### src/rtl/piso_pkg.sv
// -----------------------------------------------------------------------------
// piso_pkg
// Shared types and helpers for the parallel-in/serial-out serialiser.
//   state_e    : serialiser FSM states (PARITY is only entered when the
//                PISO_PARITY_EN build macro is defined).
//   cnt_width  : bit-counter width for a given word width.
// -----------------------------------------------------------------------------
package piso_pkg;

  typedef enum logic [1:0] {
    IDLE   = 2'd0,
    SHIFT  = 2'd1,
    PARITY = 2'd2
  } state_e;

  // The counter only has to hold WIDTH-1, so $clog2(WIDTH) bits suffice.
  // The floor of 1 keeps the vector legal for degenerate widths.
  function automatic int cnt_width(input int width);
    return (width < 2) ? 1 : $clog2(width);
  endfunction

endpackage

### src/rtl/bit_counter.sv
// -----------------------------------------------------------------------------
// bit_counter
// Loadable down-counter with a zero flag. It saturates at zero, so a decrement
// request at zero leaves the count unchanged.
// Ports:
//   clk, rst_n  : clock, asynchronous active-low reset (count clears to 0)
//   load        : load load_value (has priority over dec)
//   load_value  : value loaded on load
//   dec         : decrement by one when non-zero
//   zero        : count == 0
// -----------------------------------------------------------------------------
module bit_counter #(
  parameter int W = 3
) (
  input  logic         clk,
  input  logic         rst_n,
  input  logic         load,
  input  logic [W-1:0] load_value,
  input  logic         dec,
  output logic         zero
);

  logic [W-1:0] count;

  // NOTE: sequential state uses non-blocking assignments so every flop samples
  // pre-edge values, regardless of the order in which blocks are evaluated.
  always_ff @(posedge clk or negedge rst_n) begin
    if (!rst_n) begin
      count <= '0;
    end else if (load) begin
      count <= load_value;
    end else if (dec && (count != '0)) begin
      count <= count - W'(1);
    end
  end

  assign zero = (count == '0);

endmodule

### src/rtl/piso_serialiser.sv
// -----------------------------------------------------------------------------
// piso_serialiser
// Parallel-in/serial-out shift register. A word is accepted through a
// valid/ready handshake and is then emitted one bit per clock edge on which
// shift_en is 1, MSB- or LSB-first. done pulses for one cycle after the final
// bit has been retired.
//
// Build option: define PISO_PARITY_EN to append one even-parity bit (the XOR
// of the accepted word) after the data bits. This delays done by one enabled
// edge.
//
// Parameters:
//   WIDTH      : word width, 2..32
//   MSB_FIRST  : 1 = bit WIDTH-1 first, 0 = bit 0 first
//   IDLE_LEVEL : ser_out level whenever no bit is being presented
// Ports:
//   clk, rst_n : clock, asynchronous active-low reset
//   load_valid : load_data is valid
//   load_ready : a word can be accepted (IDLE, and out of reset)
//   load_data  : parallel word to serialise
//   shift_en   : bit-rate tick; one bit is retired per edge where it is 1
//   ser_out    : serial data (registered)
//   ser_valid  : ser_out carries a data or parity bit (registered)
//   done       : one-cycle pulse after the final bit (registered)
// -----------------------------------------------------------------------------
module piso_serialiser
  import piso_pkg::*;
#(
  parameter int   WIDTH      = 8,
  parameter bit   MSB_FIRST  = 1'b1,
  parameter logic IDLE_LEVEL = 1'b1
) (
  input  logic             clk,
  input  logic             rst_n,
  input  logic             load_valid,
  output logic             load_ready,
  input  logic [WIDTH-1:0] load_data,
  input  logic             shift_en,
  output logic             ser_out,
  output logic             ser_valid,
  output logic             done
);

  localparam int CNT_W = cnt_width(WIDTH);

  state_e           state;
  logic [WIDTH-1:0] sreg;
  logic [WIDTH-1:0] sreg_rot;
  logic             armed;
  logic             accept;
  logic             cnt_dec;
  logic             cnt_zero;
`ifdef PISO_PARITY_EN
  logic             parity_q;
`endif

  // The bit at the output end of a word, given the shift direction.
  function automatic logic out_bit(input logic [WIDTH-1:0] v);
    return MSB_FIRST ? v[WIDTH-1] : v[0];
  endfunction

  // Rotate rather than shift: the bits that wrap round are never presented
  // because the counter ends the word first, and every register bit stays live.
  assign sreg_rot = MSB_FIRST ? {sreg[WIDTH-2:0], sreg[WIDTH-1]}
                              : {sreg[0], sreg[WIDTH-1:1]};

  // armed holds ready low while reset is asserted and goes high on the first
  // edge after release.
  assign load_ready = armed && (state == IDLE);
  assign accept     = load_valid && load_ready;
  assign cnt_dec    = (state == SHIFT) && shift_en;

  bit_counter #(
    .W (CNT_W)
  ) u_bit_counter (
    .clk        (clk),
    .rst_n      (rst_n),
    .load       (accept),
    .load_value (CNT_W'(WIDTH - 1)),
    .dec        (cnt_dec),
    .zero       (cnt_zero)
  );

  always_ff @(posedge clk or negedge rst_n) begin
    if (!rst_n) begin
      state     <= IDLE;
      sreg      <= '0;
      armed     <= 1'b0;
      ser_out   <= IDLE_LEVEL;
      ser_valid <= 1'b0;
      done      <= 1'b0;
`ifdef PISO_PARITY_EN
      parity_q  <= 1'b0;
`endif
    end else begin
      armed <= 1'b1;
      done  <= 1'b0;
      case (state)
        IDLE: begin
          if (accept) begin
            sreg      <= load_data;
            ser_out   <= out_bit(load_data);
            ser_valid <= 1'b1;
            state     <= SHIFT;
`ifdef PISO_PARITY_EN
            parity_q  <= ^load_data;
`endif
          end
        end

        SHIFT: begin
          if (shift_en) begin
            if (!cnt_zero) begin
              sreg    <= sreg_rot;
              ser_out <= out_bit(sreg_rot);
            end else begin
`ifdef PISO_PARITY_EN
              ser_out   <= parity_q;
              state     <= PARITY;
`else
              ser_out   <= IDLE_LEVEL;
              ser_valid <= 1'b0;
              done      <= 1'b1;
              state     <= IDLE;
`endif
            end
          end
        end

`ifdef PISO_PARITY_EN
        PARITY: begin
          if (shift_en) begin
            ser_out   <= IDLE_LEVEL;
            ser_valid <= 1'b0;
            done      <= 1'b1;
            state     <= IDLE;
          end
        end
`endif

        // NOTE: an explicit default recovers any unused encoding to IDLE
        // instead of leaving the FSM stuck.
        default: begin
          ser_out   <= IDLE_LEVEL;
          ser_valid <= 1'b0;
          state     <= IDLE;
        end
      endcase
    end
  end

endmodule

### config.mk
export PLATFORM = sky130hd
export DESIGN_NAME = piso_serialiser
export DESIGN_NICKNAME = d
export VERILOG_FILES = /design/src/rtl/piso_pkg.sv /design/src/rtl/bit_counter.sv /design/src/rtl/piso_serialiser.sv
export SDC_FILE = /design/constraint.sdc
export NUM_CORES = 1
export LEC_CHECK = 0
export BUFFER_PORTS_ARGS = -buffer_cell sky130_fd_sc_hd__buf_2
export CAP_MARGIN = 20
export CORE_MARGIN = 4
export CORE_UTILIZATION = 55
export DETAILED_ROUTE_END_ITERATION = 6
export GPL_ROUTABILITY_DRIVEN = 0
export HOLD_SLACK_MARGIN = 0.05
export PLACE_DENSITY = 0.8
export SLEW_MARGIN = 20
export SYNTH_ARGS = -nofsm -noshare
export SYNTH_HDL_FRONTEND = slang
export SYNTH_SLANG_ARGS = --single-unit
export TNS_END_PERCENT = 5
### constraint.sdc
create_clock -name clk -period 4.7 [get_ports clk]
set_input_delay 0.47 -clock clk [delete_from_list [all_inputs] [get_ports clk]]
set_output_delay 0.47 -clock clk [all_outputs]
set_load 0.01 [all_outputs]
Word-level counts from Yosys, hierarchy flattened
Cells that the tools add are included.
W data, S select, Z words.
Word-level totals
  logic and storage cells: 46
  bits of input ports: 12
  output and inout bits: 4
  flip-flop bits (word level): 17
Operators by class
  mux-type cells: 21
  reduce and logical (&&, ||, !) cells: 12
  add/subtract/negate cells: 1
  eq/ne operators: 5
Operator list (count)
  $mux W8: 3
  $pmux W8 S2: 1
  $mux W1: 9
  $ne A2 B2 Y1 const B: 4
  $mux W2: 3
  $mux W3: 2
  $logic_and A1 B1 Y1: 4
  $pmux W1 S2: 2
  $pmux W2 S2: 1
  $reduce_and A4 Y1: 1
  $reduce_bool A2 Y1: 2
  $logic_not A3 Y1: 1
  $reduce_and A3 Y1: 1
  $reduce_bool A3 Y1: 1
  $sub A3 B1 Y3 const B: 1
  $eq A2 B1 Y1 const B: 1
  $logic_not A2 Y1: 1
  $reduce_and A2 Y1: 1

Longest topological paths before layout
Gate-level depths: netlist (run 1).
  depth after elaboration: 5
  mapped depth: 5

Hierarchy
A second synthesis (run 1) with hierarchy kept.
Unflattened totals
  cells, all modules: 89
  area total of the unflattened synthesis: 857.1 um^2
Modules (own cells, without submodules)
  piso_serialiser: cells each 70, instances 1, area an instance 649.4 um^2, seq. area each 301.5 um^2
  bit_counter: cells each 19, instances 1, area an instance 207.7 um^2, seq. area each 75.1 um^2

Worst setup path before layout (run 1)
Ideal clock, no wire load.
  kind: reg-to-reg
  from: reg u_bit_counter.count[0]
  to: reg sreg[0]
  data required time: 4575 ps
  arrival time: 1364 ps
  stages on the path, launching flop included: 6
  setup time: 125 ps
  buffers on the path: 0
  path slack: 3211 ps
  path through: dfrtp_1 inv_1 ha_1 and2b_1 o21ai_4 mux2_2
Between the ends
  word-level cells in the longest chain between the ends: 3
RTL lines
  start: declaration: RTL line bit_counter.sv:23  | logic [W-1:0] count;
  start signal: assignment: RTL line bit_counter.sv:31  | count <= load_value;
  start signal: assignment: RTL line bit_counter.sv:33  | count <= count - W'(1);
  $logic_not A3 Y1: RTL line bit_counter.sv:37  | assign zero = (count == '0);
  $ne A2 B2 Y1 (no source line)
  $reduce_and A4 Y1 (no source line)
  end signal: assignment: RTL line piso_serialiser.sv:101  | sreg <= load_data;
  end signal: assignment: RTL line piso_serialiser.sv:114  | sreg <= sreg_rot;
  end: declaration: RTL line piso_serialiser.sv:47  | logic [WIDTH-1:0] sreg;
Every way passes these cells.
A chain may end at the register's enable or synchronous reset.

==> impl_metrics.py, run 1 <==
metrics = {
    "status": {
        "status": "finished, final reports clean",
    },
    "global_routing": {
        "track_usage_pct": 15.89,
        "met3_usage_pct": 3.586,
        "grt_util_met1_pct": 20.72,
        "grt.met2_usage_pct": 25.14,
        "antenna_found_initial": 0,
        "busiest_layer": "met2",
        "grt_pass1_vias": 537,
        "grt_overflow_total": 0,
        "grt_max_degree": 16,
        "grt_pass1_wl_um": 2297,
    },
    "cts": {
        "cts_buffers": 3,
        "cts.path.max_buffers": 2,
        "cts_sinks": 15,
        "cts-root-buf": "clkbuf_4",
        "post_cts_resized": 0,
        "postCtsHoldBufs": 0,
        "cts_tree": "done",
        "htreeDepth": 1,
        "clock_latency_ns": 0.28,
        "cts_setup_buffers": 0,
        "path_clk_slew_ns": 0.09,
    },
    "place": {
        "dpl_cell_area_um2": 847.1,
        "dp_slack_ns": 3.044,
        "dp_cells": 89,
        "port-buffer-count": 15,
        "place_hpwl_um": 1034,
    },
    "setup_path": {
        "crit_slowest_cell": "dfrtp_1",
        "rrSetupSlack_ns": 3.02,
        "worst-path-buf-inv": 1,
        "path_max_fanout": 15,
        "cp.arrival_ns": 1.25,
        "timing.rr.start": "ser_valid",
        "rr_worst_depth": 3,
        "r2r-end": "sreg[1]",
        "slowest_delay_ns": 0.72,
        "path_class": "reg2out",
        "path_cells": "nor2b_1 > buf_2",
        "end_kind": "output port",
        "worstPathRequired_ns": 4.23,
        "path_depth": 2,
        "critical-path-top-delay-family": "flip-flops",
        "cp-start-kind": "flop",
    },
    "final_layout": {
        "final_layout_size_suffix_gt1_share_pct": 53.85,
        "fin_cells": 93,
        "final_cell_mix": "mux2_2 (16), buf_2 (15), dfrtp_1 (14)",
        "final_common_cell": "mux2_2",
        "num_antenna_cells": 0,
        "fin_nets": 93,
        "post-route-util_pct": 67.21,
        "syn_to_final_growth_pct": 14.40,
        "stdcell_area_um2": 874.6,
    },
    "min_path": {
        "hold_path.class": "in2async",
    },
    "sta": {
        "tightest_slew_ns": 0.5874,
        "period_share_pct": 36.54,
        "period_needed_ns": 1.717,
        "hold_viol_final": 0,
        "drv_slew": 0,
        "timing.slew.headroom_pct": 60.84,
        "timing.final.ws_setup_ns": 2.983,
        "rsz0062_at_grt": "no",
        "fin_hold_ws_ns": 0.06953,
        "max_freq_mhz": 582.3,
        "fin_setup_tns_ns": 0,
        "finalSetupViolCount": 0,
        "skew_ns": 0.008604,
    },
    "yosys": {
        "ys.warnings.count": 0,
        "synthAdderAreaFrac_pct": 3.273,
        "synth_top_area_share_pct": 45.83,
        "yosys-top-cells-area": "dfrtp_1 (46%), mux2_2 (24%), dfstp_2 (3.4%), ha_1 (3.3%), o21ai_4 (2.1%)",
        "synthMuxAreaShare_pct": 23.57,
        "ys_ff_latch": 15,
        "postSynthAreaPerCell_um2": 12.74,
        "ys_seq_area_share_pct": 49.26,
        "synthXorXnorAreaFrac_pct": 0,
        "syn_inst": 60,
        "synthSimpleGateAreaFrac_pct": 12.11,
        "synth.largest_area_cell": "dfrtp_1",
        "synth_compound_area_share_pct": 8.347,
        "syn-num-nets": 74,
        "ys_types": 23,
        "synth_area_um2": 764.5,
        "synth_top_family_by_area": "multiplexers",
    },
    "power_and_ir_drop": {
        "p_sw_share_pct": 33.25,
        "p_clk_share_pct": 13.3,
        "leakagePower_nw": 0.4151,
        "finalPower_mw": 0.5442,
        "seqPwrFrac_pct": 44.3,
        "powerDensity_mw_per_mm2": 622.2,
        "p_int_mw": 0.3632,
        "combPwrFrac_pct": 42.3,
        "power_switching_mw": 0.1809,
        "vdd_drop_max_mv": 0.3276,
    },
    "route": {
        "viasPerCell": 5.527,
        "drc_errors": 0,
        "wire_per_inst_um": 14.72,
        "wirelength_um": 1369,
        "drt_iter0_drc": 13,
        "vias": 514,
        "ant_nets": 0,
        "firstDrtPassIters": 4,
    },
    "floorplanning": {
        "start_util_pct": 58.75,
        "core_mm2": 0.001301,
        "ioPinCount": 16,
        "die-area_mm2": 0.002050,
        "std_cell_rows": 13,
        "die_h_um": 45.28,
        "die_width_um": 45.28,
    },
    "flow_run": {
        "maxCapViolCount": 0,
    },
}
==> logic make-up after synthesis <==
kind of cell             count (synthesis)
AND/OR/NAND/NOR                         13
buffers and inverters                    4
multiplexers                            16
other                                    1
flip-flops                              15
adder cells (fa/ha/maj)                  2
AO/OA/AOI/OAI                            9
==> flip-flops by register name, summed over array words and instances, names as in the netlist <==
name,count
armed,1
done,1
ser_out,1
ser_valid,1
sreg,8
u_bit_counter.count,3
==> area by class of cell <==
cell class | instances | area [µm²]
clock buffer | 3 | 22.52
sequential | 15 | 376.6
multi-input combinational | 41 | 365.4
fill | 109 | 426.7
clock inverter | 1 | 5.005
tap | 15 | 18.77
inverter | 3 | 11.26
timing repair buffer | 15 | 75.07
==> power by group through the flow <==
stage          logic (mW)  clock network, mW  registers [mW]
2_1_floorplan       0.198                  0           0.227
3_3_place_gp        0.224                  0           0.238
3_5_place_dp        0.233                  0           0.244
4_1_cts             0.235             0.0761           0.242
5_1_grt             0.259             0.0818           0.251
6_report            0.230             0.0726           0.241
==> metal layers <==
layer	up-vias	part of all wire, %
li1	252	-
met1	244	45
met2	16	47
met3	2	6.9
met4	0	0.88
met5	-	0
==> how the worst max path moves through the flow <==
stage,start,to
finish,ser_valid,load_ready
global route,ser_valid,load_ready
CTS,ser_valid,load_ready
detailed placement,ser_valid,sreg[0]
global placement,ser_valid,sreg[3]
floorplan,u_bit_counter.count[0],sreg[0]
==> synth_stat cells <==
| cell type | instances |
|---|---|
| a21boi_0 | 1 |
| a21oi_1 | 2 |
| a311oi_1 | 1 |
| and2b_1 | 1 |
| and2b_2 | 1 |
| buf_6 | 1 |
| conb_1 | 1 |
| dfrtp_1 | 14 |
| dfstp_2 | 1 |
| ha_1 | 2 |
| inv_1 | 3 |
| mux2_2 | 16 |
| nand2_4 | 1 |
| nand2b_1 | 1 |
| nand3_1 | 3 |
| nand3b_2 | 1 |
| nor2_1 | 1 |
| nor2b_1 | 1 |
| o21ai_0 | 3 |
| o21ai_4 | 1 |
| o22ai_1 | 1 |
| or3_2 | 2 |
| or4_1 | 1 |
Note: power is estimated with default switching activity, not from simulation.
==> run 2, diff against run 1 <==
--- a/config.mk
+++ b/config.mk
@@ -8,11 +8,11 @@
 export BUFFER_PORTS_ARGS = -buffer_cell sky130_fd_sc_hd__buf_2
 export CAP_MARGIN = 20
 export CORE_MARGIN = 4
-export CORE_UTILIZATION = 55
+export CORE_UTILIZATION = 51
 export DETAILED_ROUTE_END_ITERATION = 6
 export GPL_ROUTABILITY_DRIVEN = 0
 export HOLD_SLACK_MARGIN = 0.05
-export PLACE_DENSITY = 0.8
+export PLACE_DENSITY = 0.75
 export SLEW_MARGIN = 20
 export SYNTH_ARGS = -nofsm -noshare
 export SYNTH_HDL_FRONTEND = slang
==> constraint.sdc (replaced) <==
create_clock -name clk -period 1.8 [get_ports clk]
set_input_delay 0.18 -clock clk [delete_from_list [all_inputs] [get_ports clk]]
set_output_delay 0.18 -clock clk [all_outputs]
set_load 0.01 [all_outputs]
==> run 2 against run 1 <==
Compared with the run above: largest power group is now combinational logic; utilization shrank 0.67 points; critical path depth grew 3; non-clock buffer count grew 3; sequential power grew 150%; total power grew to 2.7 times the previous value; sequential share of layout area shrank 1.1 points; global-route usage shrank 0.82 points; sequential cell count is the same; worst setup slack lost 2.8 ns; first-iteration DRC count shrank 62%; clock-buffer cell count grew 1.
==> impl_metrics.py, run 2 (synthesis gave the netlist of run 1 again) <==
metrics = {
    "final_layout": {
        "nFillCells": 109,
        "post-route-util_pct": 66.54,
        "seq_area_um2": 376.6,
        "regMostFlops": "sreg",
        "final_common_cell": "mux2_2",
        "fin_nets": 96,
        "multi_input_area_um2": 365.4,
        "final_layout_size_suffix_gt1_share_pct": 53.09,
        "syn_to_final_growth_pct": 17.51,
        "num_antenna_cells": 0,
        "reg_top3": "sreg x8, u_bit_counter.count x3",
        "largest_reg_flops": 8,
        "final_cell_mix": "mux2_2 (16), buf_2 (15), dfrtp_1 (14)",
    },
    "setup_path": {
        "cp.arrival_ns": 1.75,
        "cp-start-kind": "flop",
        "worstPathRequired_ns": 1.96,
        "path_class": "reg2reg",
        "path_max_fanout": 8,
        "end_kind": "flop",
    },
    "route": {
        "viasPerCell": 5.521,
        "wirelength_um": 1355,
        "firstDrtPassIters": 2,
        "ant_nets": 0,
        "wire_per_inst_um": 14.11,
        "drt_iter0_drc": 5,
        "vias": 530,
        "drc_errors": 0,
    },
    "cts": {
        "htreeDepth": 1,
        "cts_setup_buffers": 0,
        "cts_sinks": 15,
        "clock_latency_ns": 0.27,
        "path_clk_slew_ns": 0.08,
        "cts-root-buf": "clkbuf_4",
        "cts_buffers": 3,
        "cts_tree": "done",
        "cts.path.max_buffers": 2,
    },
    "sta": {
        "hold_viol_final": 0,
        "period_share_pct": 88.15,
        "drv_slew": 0,
        "period_needed_ns": 1.587,
        "fin_setup_tns_ns": 0,
        "finalSetupViolCount": 0,
        "max_freq_mhz": 630.3,
        "skew_ns": 0.002471,
        "timing.final.ws_setup_ns": 0.2134,
        "rsz0062_at_grt": "no",
    },
    "floorplanning": {
        "die_h_um": 46.72,
        "die_width_um": 46.72,
        "die-area_mm2": 0.002182,
        "ioPinCount": 16,
        "core_mm2": 0.001350,
        "std_cell_rows": 13,
        "start_util_pct": 56.63,
    },
    "global_routing": {
        "grt_max_degree": 16,
        "grt_pass1_wl_um": 2249,
        "track_usage_pct": 15.07,
        "grt_pass1_vias": 523,
        "antenna_found_initial": 0,
        "grt_overflow_total": 0,
    },
    "power_and_ir_drop": {
        "powerDensity_mw_per_mm2": 1620,
        "p_int_mw": 0.9813,
        "power_switching_mw": 0.4739,
        "p_sw_share_pct": 32.57,
        "combPwrFrac_pct": 45.9,
        "seqPwrFrac_pct": 41.3,
        "p_clk_share_pct": 12.9,
        "vdd_drop_max_mv": 0.9667,
        "leakagePower_nw": 0.4262,
    },
    "place": {
        "place_hpwl_um": 1022,
        "port-buffer-count": 15,
        "dp_slack_ns": 0.2137,
    },
    "status": {
        "status": "finished, final reports clean",
    },
    "flow_run": {
        "maxCapViolCount": 0,
    },
    "min_path": {
        "hold_path.class": "in2reg",
    },
}
-- run 2: cell types whose count changed in the layout (fill, tap and decap cells not counted), sizes merged --
| cell | delta |
|---|---|
| dlygate4sd3 | +1 |
| buf | +2 |
| clkinv | -1 |
| clkbuf | +1 |
-- run 2: layout make-up --
cell class / count / share of cell area, %
Tap cell: 15 / 2.089
Sequential cell: 15 / 41.92
Inverter: 3 / 1.253
Clock buffer: 4 / 2.925
Multi-Input combinational cell: 41 / 40.67
Timing Repair Buffer: 18 / 11.14
-- run 2: worst max-delay path: stages (launching register included) --
cell and delay [ns]:
dfrtp_1 0.36, inv_1 0.06, ha_1 0.21, and2b_1 0.20
o21ai_4 0.27, mux2_2 0.37
-- run 2: worst paths after layout --
path                                              from                      to  slack, ns  depth (start not counted)
min in group asynchronous                        rst_n  u_bit_counter.count[2]       0.33                          2
worst min register to register                 sreg[4]                 sreg[4]       0.51                          1
max in group asynchronous                        rst_n                 ser_out       1.17                          2
worst max-delay path            u_bit_counter.count[0]                 sreg[6]       0.21                          5
worst min-delay path                        load_valid               ser_valid       0.21                          3
worst max register to register  u_bit_counter.count[0]                 sreg[6]       0.21                          5
-- run 2: what timing repair did --
item,in CTS,in global routing
hold buffers,1,0
gates resized for setup,0,0
endpoints found under the hold margin,14,0
-- run 2: power groups by stage --
| stage | Clock [mW] | Sequential, mW | Combinational (mW) |
|---|---|---|---|
| CTS | 0.196 | 0.599 | 0.680 |
| detailed placement | 0 | 0.606 | 0.679 |
| global route | 0.214 | 0.617 | 0.749 |
| floorplan | 0 | 0.593 | 0.517 |
| global placement | 0 | 0.598 | 0.645 |
| finish | 0.187 | 0.601 | 0.667 |
-- run 2: layer usage --
metal  global-route usage [%]  vias to the layer above  routed length (µm)
met3                    4.688                        2                  42
met5                        0                        -                   0
met4                    4.972                        0                  12
met1                    17.43                      268                 590
li1                         -                      254                   -
met2                    26.37                        6                 710
-- run 2: metrics by stage --
step / cell area (µm²) / hold WS, ns / instances / total power [mW]
floorplan: 764.5 / -0.1156 / 60 / 1.110
global placement: 862.1 / 0.1000 / 91 / 1.243
detailed placement: 862.1 / 0.1035 / 91 / 1.284
CTS: 898.4 / 0.2061 / 96 / 1.475
global route: 898.4 / 0.2340 / 96 / 1.580
finish: 898.4 / 0.2147 / 96 / 1.455
==> run 3, diff against run 2 <==
--- a/config.mk
+++ b/config.mk
@@ -7,12 +7,14 @@
 export LEC_CHECK = 0
 export BUFFER_PORTS_ARGS = -buffer_cell sky130_fd_sc_hd__buf_2
 export CAP_MARGIN = 20
+export CELL_PAD_IN_SITES_DETAIL_PLACEMENT = 1
+export CELL_PAD_IN_SITES_GLOBAL_PLACEMENT = 1
 export CORE_MARGIN = 4
-export CORE_UTILIZATION = 51
+export CORE_UTILIZATION = 41
 export DETAILED_ROUTE_END_ITERATION = 6
 export GPL_ROUTABILITY_DRIVEN = 0
 export HOLD_SLACK_MARGIN = 0.05
-export PLACE_DENSITY = 0.75
+export PLACE_DENSITY_LB_ADDON = 0.1
 export SLEW_MARGIN = 20
 export SYNTH_ARGS = -nofsm -noshare
 export SYNTH_HDL_FRONTEND = slang
==> constraint.sdc (replaced) <==
create_clock -name clk -period 1.5 [get_ports clk]
set_input_delay 0.15 -clock clk [delete_from_list [all_inputs] [get_ports clk]]
set_output_delay 0.15 -clock clk [all_outputs]
set_load 0.01 [all_outputs]
==> run 3 against run 2 <==
Compared with the run above: highest routed layer unchanged; largest power group unchanged; worst setup slack got worse by 0.21 ns; design area grew 19%; maximum frequency increased by 6.4%; critical path depth is 2 higher; sequential cell count stayed put; largest cell class is now multi-input gates.
==> impl_metrics.py, run 3 (synthesis gave the netlist of run 1 again) <==
metrics = {
    "status": {
        "status": "finished, final reports clean",
    },
    "route": {
        "viasPerCell": 4.897,
        "wirelength_um": 1706,
        "wire_per_inst_um": 14.71,
        "drc_errors": 0,
        "drt_iter0_drc": 6,
        "ant_nets": 0,
        "firstDrtPassIters": 4,
        "vias": 568,
    },
    "sta": {
        "hold_viol_final": 0,
        "rsz0062_at_grt": "yes",
        "period_needed_ns": 1.492,
        "max_freq_mhz": 670.4,
        "drv_slew": 0,
        "period_share_pct": 99.45,
        "skew_ns": 0.004859,
        "finalSetupViolCount": 0,
    },
    "global_routing": {
        "grt_pass1_vias": 638,
        "grt_overflow_total": 0,
        "antenna_found_initial": 0,
        "track_usage_pct": 15.73,
        "grt_pass1_wl_um": 2960,
        "grt_max_degree": 16,
    },
    "setup_path": {
        "path_cells": "inv_2 > buf_4 > buf_4 > ha_1 > inv_1 > or4_1 > nand3_2",
        "worstPathRequired_ns": 1.73,
        "crit_slowest_cell": "or4_1",
        "critPathMostFrequentCell": "buf_4",
        "critical-path-top-delay-family": "simple AND/OR/NAND/NOR gates",
        "cp-start-kind": "flop",
        "path_max_fanout": 2,
        "rrSetupSlack_ns": 0.008,
        "r2r-end": "u_bit_counter.count[2]",
        "worst-path-buf-inv": 4,
        "cp.arrival_ns": 1.72,
        "rr_worst_depth": 7,
        "slowest_delay_ns": 0.48,
        "path_class": "reg2reg",
        "timing.rr.start": "u_bit_counter.count[1]",
        "end_kind": "flop",
    },
    "cts": {
        "clock_latency_ns": 0.29,
        "cts.path.max_buffers": 2,
        "path_clk_slew_ns": 0.09,
        "cts_tree": "done",
        "cts_buffers": 3,
        "htreeDepth": 1,
        "cts-root-buf": "clkbuf_4",
        "cts_sinks": 15,
    },
    "min_path": {
        "hold_path_startpoint": "load_valid",
        "hold_path.class": "in2reg",
        "min_path_cells": 3,
        "min_to": "ser_valid",
    },
    "final_layout": {
        "syn_to_final_growth_pct": 39.28,
        "final_cell_mix": "buf_2 (15), dfrtp_1 (14), buf_4 (11)",
        "num_antenna_cells": 0,
        "fin_nets": 106,
        "largest_reg_flops": 8,
        "regMostFlops": "sreg",
        "stdcell_area_mm2": 0.001065,
        "final_layout_size_suffix_gt1_share_pct": 65.93,
        "final_common_cell": "buf_2",
        "fin_cells": 116,
        "reg_top3": "sreg x8, u_bit_counter.count x3",
        "post-route-util_pct": 61.00,
    },
    "power_and_ir_drop": {
        "p_int_mw": 1.501,
        "vdd_drop_max_mv": 0.9588,
        "powerDensity_mw_per_mm2": 2086,
        "p_clk_share_pct": 10.8,
        "leakagePower_nw": 0.5196,
        "p_sw_share_pct": 32.44,
        "seqPwrFrac_pct": 32.8,
        "finalPower_mw": 2.221,
        "power_switching_mw": 0.7205,
        "combPwrFrac_pct": 56.5,
    },
    "floorplanning": {
        "std_cell_rows": 15,
        "start_util_pct": 43.80,
        "core_mm2": 0.001745,
        "die-area_mm2": 0.002619,
        "die_width_um": 51.18,
        "die_h_um": 51.18,
        "ioPinCount": 16,
    },
    "place": {
        "port-buffer-count": 15,
        "place_hpwl_um": 1185,
        "dpl_cell_area_um2": 919.6,
        "dp_cells": 107,
    },
    "flow_run": {
        "maxCapViolCount": 0,
    },
}
run 3: cell count changes in the layout (fill, tap and decap cells not counted):
cell	change
buf_4	+9
mux2_2	-8
mux2_4	+8
nand3_1	-3
nand3_2	+3
inv_1	-2
inv_2	+2
or3_2	-2
or3_4	+2
and2b_1	-1
and2b_2	+1
buf_12	+1
ha_1	-1
ha_4	+1
run 3: worst max path at each step:
| stage | startpoint | to | slack (ns) | cells past startpoint |
|---|---|---|---|---|
| finish | u_bit_counter.count[1] | u_bit_counter.count[2] | 0.008 | 7 |
| global route | u_bit_counter.count[1] | u_bit_counter.count[2] | -0.06 | 7 |
| CTS | u_bit_counter.count[1] | sreg[2] | -0.02 | 6 |
| detailed placement | u_bit_counter.count[0] | sreg[0] | -0.06 | 5 |
| global placement | u_bit_counter.count[1] | sreg[2] | -0.02 | 5 |
| floorplan | u_bit_counter.count[0] | sreg[0] | 0.01 | 5 |
run 3: final cells by class:
type / count / area, µm²
sequential: 15 / 376.6
tap: 25 / 31.28
fill: 188 / 680.7
inverter: 3 / 11.26
multi-input combinational: 41 / 431.7
clock buffer: 4 / 26.28
timing repair buffer: 28 / 187.7
run 3: routing by layer:
metal	part of all wire, %	wire length, µm	GRT usage, %	up-vias
li1	-	-	-	274
met1	45	770	19.22	273
met2	48	824	25.32	17
met3	5.6	95	5.831	4
met4	0.94	16	5.381	0
met5	0	0	0	-
run 3: repair_timing:
item,4_1_cts,5_1_grt
gates resized for setup,15,3
setup buffers,3,1
setup endpoints to repair,10,10
hold buffers,1,0
pin swaps,1,2
endpoints found under the hold margin,15,0
cloned,0,0
run 3: power by group through the flow:
stage | clock network [mW] | logic (mW) | registers, mW
2_1_floorplan | 0 | 0.621 | 0.711
3_3_place_gp | 0 | 0.887 | 0.708
3_5_place_dp | 0 | 0.919 | 0.729
4_1_cts | 0.240 | 1.20 | 0.730
5_1_grt | 0.268 | 1.38 | 0.751
6_report | 0.239 | 1.25 | 0.728
run 3: worst register-to-register path, cell delays in order (launching register included):
cell and delay (ns):
dfrtp_1 0.40, inv_2 0.08, buf_4 0.11, buf_4 0.10
ha_1 0.14, inv_1 0.05, or4_1 0.48, nand3_2 0.08
run 3: per-stage QoR:
stage	hold WS, ns	setup slack (ns)	setup TNS (ns)
final	0.1568	0.008289	0
after global routing	0.1783	-0.05994	-0.3721
after CTS	0.1539	-0.01815	-0.05973
after detailed placement	0.07046	-0.06259	-0.4600
after global placement	0.07105	-0.01784	-0.1206
after floorplan	-0.1456	0.01103	0
